### config.mk
export PLATFORM = sky130hd
export DESIGN_NAME = p_uart_recv
export DESIGN_NICKNAME = d
export VERILOG_FILES = /design/src/rtl/p_uart_recv.sv
export SDC_FILE = /design/constraint.sdc
export NUM_CORES = 1
export LEC_CHECK = 0
export ABC_CLOCK_PERIOD_IN_PS = 3990
export CAP_MARGIN = 20
export CORE_UTILIZATION = 63
export CTS_CLUSTER_SIZE = 25
export DETAILED_ROUTE_END_ITERATION = 8
export PLACE_DENSITY_LB_ADDON = 0.25
export SYNTH_ARGS = -nofsm -noshare
export SYNTH_HDL_FRONTEND = slang
export SYNTH_SLANG_ARGS = --single-unit
### constraint.sdc
create_clock -name sys_clk -period 3.99 [get_ports sys_clk]
set_input_delay 0.798 -clock sys_clk [delete_from_list [all_inputs] [get_ports sys_clk]]
set_output_delay 0.798 -clock sys_clk [all_outputs]
set_load 0.1 [all_outputs]
### src/rtl/p_uart_recv.sv
// Packet UART receiver: deserialises 8N1 frames (LSB first) and assembles
// eight consecutive bytes into one 64-bit word, byte k at [8k+7:8k].
module p_uart_recv #(
    parameter int CLK_FREQ     = 50000000,
    parameter int UART_BPS     = 9600,
    parameter int TIMEOUT_BITS = 20
) (
    input  logic        sys_clk,
    input  logic        sys_rst,
    input  logic        uart_rxd,
    output logic [63:0] uart_dout,
    output logic        uart_done,
    output logic        rx_busy,
    output logic [3:0]  rx_cnt,
    output logic        frame_err,
    output logic        timeout_err
);

    localparam int BPS_CNT      = CLK_FREQ / UART_BPS;
    localparam int HALF         = BPS_CNT / 2;
    localparam int TIMEOUT_CLKS = TIMEOUT_BITS * BPS_CNT;
    localparam int CNT_W        = $clog2(BPS_CNT + 1);
    localparam int TO_W         = $clog2(TIMEOUT_CLKS + 1);

    typedef enum logic [1:0] {IDLE, START, DATA, STOP} state_t;

    state_t            state_q, state_d;
    logic              rx_s1_q, rx_s2_q, rx_prev_q;
    logic [CNT_W-1:0]  clk_cnt_q, clk_cnt_d;
    logic [2:0]        bit_cnt_q, bit_cnt_d;
    logic [7:0]        shift_q, shift_d;
    logic [63:0]       shadow_q, shadow_d;
    logic [3:0]        rx_cnt_q, rx_cnt_d;
    logic [63:0]       dout_q, dout_d;
    logic              done_q, done_d;
    logic              ferr_q, ferr_d;
    logic              terr_q, terr_d;
    logic              busy_q, busy_d;
    logic [TO_W-1:0]   to_cnt_q, to_cnt_d;
    logic              start_edge_s;

    assign uart_dout   = dout_q;
    assign uart_done   = done_q;
    assign rx_busy     = busy_q;
    assign rx_cnt      = rx_cnt_q;
    assign frame_err   = ferr_q;
    assign timeout_err = terr_q;

    // Next-state logic for the bit FSM, packet assembly and the inter-byte timeout
    always_comb begin
        state_d      = state_q;
        clk_cnt_d    = clk_cnt_q + CNT_W'(1);
        bit_cnt_d    = bit_cnt_q;
        shift_d      = shift_q;
        shadow_d     = shadow_q;
        rx_cnt_d     = rx_cnt_q;
        dout_d       = dout_q;
        done_d       = 1'b0;
        ferr_d       = 1'b0;
        terr_d       = 1'b0;
        to_cnt_d     = to_cnt_q;
        start_edge_s = rx_prev_q & ~rx_s2_q;

        case (state_q)
            IDLE: begin
                clk_cnt_d = '0;
                if (start_edge_s) begin
                    state_d = START;
                end else begin
                    state_d = IDLE;
                end
            end
            START: begin
                if (clk_cnt_q == CNT_W'(HALF - 1)) begin
                    clk_cnt_d = '0;
                    bit_cnt_d = 3'd0;
                    if (!rx_s2_q) begin
                        state_d = DATA;
                    end else begin
                        state_d = IDLE;
                    end
                end else begin
                    state_d = START;
                end
            end
            DATA: begin
                // Samples land mid-bit because the start bit was sampled at its centre
                if (clk_cnt_q == CNT_W'(BPS_CNT - 1)) begin
                    clk_cnt_d = '0;
                    shift_d   = {rx_s2_q, shift_q[7:1]};
                    bit_cnt_d = bit_cnt_q + 3'd1;
                    if (bit_cnt_q == 3'd7) begin
                        state_d = STOP;
                    end else begin
                        state_d = DATA;
                    end
                end else begin
                    state_d = DATA;
                end
            end
            STOP: begin
                if (clk_cnt_q == CNT_W'(BPS_CNT - 1)) begin
                    clk_cnt_d = '0;
                    state_d   = IDLE;
                    if (rx_s2_q) begin
                        shadow_d[{rx_cnt_q[2:0], 3'b000} +: 8] = shift_q;
                        if (rx_cnt_q == 4'd7) begin
                            dout_d   = shadow_d;
                            done_d   = 1'b1;
                            rx_cnt_d = 4'd0;
                        end else begin
                            rx_cnt_d = rx_cnt_q + 4'd1;
                        end
                    end else begin
                        ferr_d   = 1'b1;
                        rx_cnt_d = 4'd0;
                    end
                end else begin
                    state_d = STOP;
                end
            end
            default: begin
                state_d   = IDLE;
                clk_cnt_d = '0;
            end
        endcase

        // Expiry takes precedence over a coincident start edge
        if ((state_q == IDLE) && (rx_cnt_q != 4'd0)) begin
            if (to_cnt_q == TO_W'(TIMEOUT_CLKS - 1)) begin
                terr_d   = 1'b1;
                rx_cnt_d = 4'd0;
                to_cnt_d = '0;
            end else if (start_edge_s) begin
                to_cnt_d = '0;
            end else begin
                to_cnt_d = to_cnt_q + TO_W'(1);
            end
        end else begin
            to_cnt_d = '0;
        end

        busy_d = (state_d != IDLE);
    end

    // State registers with synchronous reset; synchroniser idles high
    always_ff @(posedge sys_clk) begin
        if (sys_rst) begin
            rx_s1_q   <= 1'b1;
            rx_s2_q   <= 1'b1;
            rx_prev_q <= 1'b1;
            state_q   <= IDLE;
            clk_cnt_q <= '0;
            bit_cnt_q <= 3'd0;
            shift_q   <= 8'd0;
            shadow_q  <= 64'd0;
            rx_cnt_q  <= 4'd0;
            dout_q    <= 64'd0;
            done_q    <= 1'b0;
            ferr_q    <= 1'b0;
            terr_q    <= 1'b0;
            busy_q    <= 1'b0;
            to_cnt_q  <= '0;
        end else begin
            rx_s1_q   <= uart_rxd;
            rx_s2_q   <= rx_s1_q;
            rx_prev_q <= rx_s2_q;
            state_q   <= state_d;
            clk_cnt_q <= clk_cnt_d;
            bit_cnt_q <= bit_cnt_d;
            shift_q   <= shift_d;
            shadow_q  <= shadow_d;
            rx_cnt_q  <= rx_cnt_d;
            dout_q    <= dout_d;
            done_q    <= done_d;
            ferr_q    <= ferr_d;
            terr_q    <= terr_d;
            busy_q    <= busy_d;
            to_cnt_q  <= to_cnt_d;
        end
    end

endmodule

==> flow_metrics.env <==
export IMPL_cts_made_buffers=17
export IMPL_slowest_delay_ps=1250
export IMPL_postSynthCellCount=941
export IMPL_antenna_found_initial=0
export IMPL_fmax_mhz=324.4
export IMPL_worst_pin_slew_ps=1050
export IMPL_worstSetupPathType="register to output pin"
export IMPL_via_per_inst=6.271
export IMPL_hold_buffers=0
export IMPL_p_total_mw=3.648
export IMPL_ys_seq_area_share_pct=41.95
export IMPL_syn_avg_cell_area_um2=9.229
export IMPL_async_reset_ff_share_pct=0
export IMPL_post_route_min_period_ps=3083
export IMPL_final_hold_violation_count=0
export IMPL_critPathBufInv=1
export IMPL_relSlewSlack_pct=29.77
export IMPL_clock_power_share_pct=48.1
export IMPL_start_util_pct=65.06
export IMPL_min_from="rx_s1_q"
export IMPL_maxCapViolCount=0
export IMPL_dieArea_um2=14260
export IMPL_p_int_mw=2.907
export IMPL_cts_num_sinks=182
export IMPL_crit_path_end_kind="output pin"
export IMPL_ir_drop_mv=0.2959
export IMPL_synth_ff_type="dfxtp_1"
export IMPL_drive_gt1_share_pct=10.55
export IMPL_num_vias=7168
export IMPL_pwr_share_seq_pct=50.0
export IMPL_rsz0062_at_grt="no"
export IMPL_drc=0
export IMPL_synth_edf_count=0
export IMPL_path_max_fanout=13
export IMPL_dp_hpwl_um=12390
export IMPL_grt_util_all_layers_pct=31.11
export IMPL_worstSkewPairLatency_ps=440
export IMPL_synth_top_area_cell="dfxtp_1"
export IMPL_yosys_warnings=0
export IMPL_placementRows=42
export IMPL_power_density_nw_per_um2=366.4
export IMPL_fin_tns_setup_ps=0
export IMPL_setup_violations=0
export IMPL_drv_slew=0
export IMPL_grt_pass1_vias=6630
export IMPL_path_clk_slew_ps=60
export IMPL_clockBufferDepth=2
export IMPL_netlist_top_cells_area="dfxtp_1, mux2i_1, nand2b_1"
export IMPL_syn2layout_area_growth_pct=14.65
export IMPL_total_leakage_power_nw=3.522
export IMPL_ios=75
export IMPL_gp_congestion=0.8407
export IMPL_h_tree_depth=4
export IMPL_wl_um=21300
export IMPL_period_share_pct=77.27
export IMPL_post_cts_buffers=0
export IMPL_synth_cell_type_count=54
export IMPL_grt_pass1_wl_um=34780
export IMPL_switching_share_pct=20.31
export IMPL_ant_nets=0
export IMPL_critPathLaunchType="register"
export IMPL_drt_initial_drc_count=800
export IMPL_coreArea_um2=13350
export IMPL_grt_start_max_net_pins=70
export IMPL_clockRootBuffer="clkbuf_16"
export IMPL_fin_nets=964
export IMPL_power_switching_mw=0.7410
export IMPL_cp_top_family="buffers and inverters"
export IMPL_crit_chain="clkdlybuf4s50_1"
export IMPL_syn_area_um2=8685
export IMPL_ys_ff_latch=182
export IMPL_crit_required_ps=3190
export IMPL_p_comb_share_pct=1.9
export IMPL_status="completed"
export IMPL_cts_tree="built"
export IMPL_fill_cells=977
export IMPL_crit_arrival_ps=2290
export IMPL_syn_nets=951
export IMPL_worstSetupStartpoint="rx_cnt[0]"
export IMPL_grt_ovfl_total=0
export IMPL_die_x_um=119.4
export IMPL_synth_top_cell_area_share_pct=41.95
export IMPL_port_buffers=74
export IMPL_fp_dieH_um=119.4
export IMPL_wl_per_cell_um=18.63
export IMPL_fin_skew_ps=6.057
export IMPL_post_cts_resized=0
export IMPL_dr_pass1_iters=5
export IMPL_yosys_top_cells_count="dfxtp_1, a21oi_1, o21ai_0"
export IMPL_synth_most_common_cell="dfxtp_1"
export IMPL_antenna_cells=0
export IMPL_hp_class="register to register"
export IMPL_r2r_start="rx_cnt[0]"
export IMPL_crit_path_top_delay_cell="clkdlybuf4s50_1"
[metal layers]
layer	up-vias	GRT usage, %	share of wire (%)
li1	3422	-	-
met4	0	12.89	2.7
met2	255	47.42	46
met3	54	6.178	5.8
met1	3437	42.97	46
met5	-	0	0
[path summary, 6_finish.rpt]
check	end	slack [ps]	depth (start not counted)
max	rx_cnt[0]	910	1
min	rx_s2_q	410	1
max reg2reg	shadow_q[48]	990	8
min reg2reg	rx_s2_q	410	1
[layout by cell type, fill, tap and decap left out, types with 5 or more instances in the layout]
| cell type | instances |
|---|---|
| buf_4 | 15 |
| a21boi_0 | 8 |
| xnor2_1 | 14 |
| o21ai_0 | 77 |
| xor2_1 | 10 |
| or2_2 | 5 |
| nand4_1 | 21 |
| clkdlybuf4s50_1 | 73 |
| clkbuf_16 | 17 |
| nor4b_1 | 26 |
| nand2_1 | 14 |
| ha_1 | 7 |
| nor3_1 | 19 |
| and3_1 | 11 |
| clkbuf_8 | 5 |
| nand2b_1 | 67 |
| mux2i_1 | 65 |
| nor2_1 | 33 |
| or3_1 | 7 |
| a21oi_1 | 80 |
| mux2_2 | 33 |
| dfxtp_1 | 182 |
| inv_1 | 12 |
| o211ai_1 | 32 |
| nand3_1 | 48 |
| o31a_1 | 24 |
[cell type report]
cell class              instances  area [µm²]  area share (%)
well taps                     176       220.2           2.212
repair buffers                 89       863.3           8.671
clock buffers                  24       501.7           5.039
flip-flops and latches        182        3643           36.59
multi-input cells             652        4564           45.84
inverters                      12       45.04          0.4524
clock inverters                 8       118.9           1.194
[cell families after synthesis]
logic type	synth area share [%]
adders and majority gates	1.008
muxes	11.77
buffers and inverters	5.820
xor gates and xnor gates	2.420
AOI/OAI and AO/OA	15.63
and+or+nand+nor	21.39
DFF	41.95
[flip-flops by register name (all words and copies together), names as in the netlist, 2 cells and up]
signal and count:
bit_cnt_q 3, clk_cnt_q 13, rx_cnt 4, shadow_q 64, shift_q 8, state_q 2
to_cnt_q 17, uart_dout 64
[power groups by stage]
stage                     Clock, mW  Combinational (mW)  Sequential, mW
after floorplan                   0              0.0524            1.87
after global placement            0              0.0668            1.86
after detailed placement          0              0.0669            1.86
after CTS                      1.77              0.0668            1.82
after global routing           1.85              0.0737            1.82
final                          1.76              0.0686            1.82
[per-stage QoR]
stage	hold WS (ps)	setup slack [ps]	util (%)	cells	cell area [µm²]
finish	406.5	907.0	74.60	1143	9957
global placement	394.3	1137	69.80	1110	9316
global route	450.2	717.5	74.60	1143	9957
detailed placement	396.0	1053	69.80	1110	9316
CTS	407.5	908.0	74.45	1142	9937
floorplan	389.5	875.1	-	941	8685
Note: power is estimated with default switching activity, not from simulation.
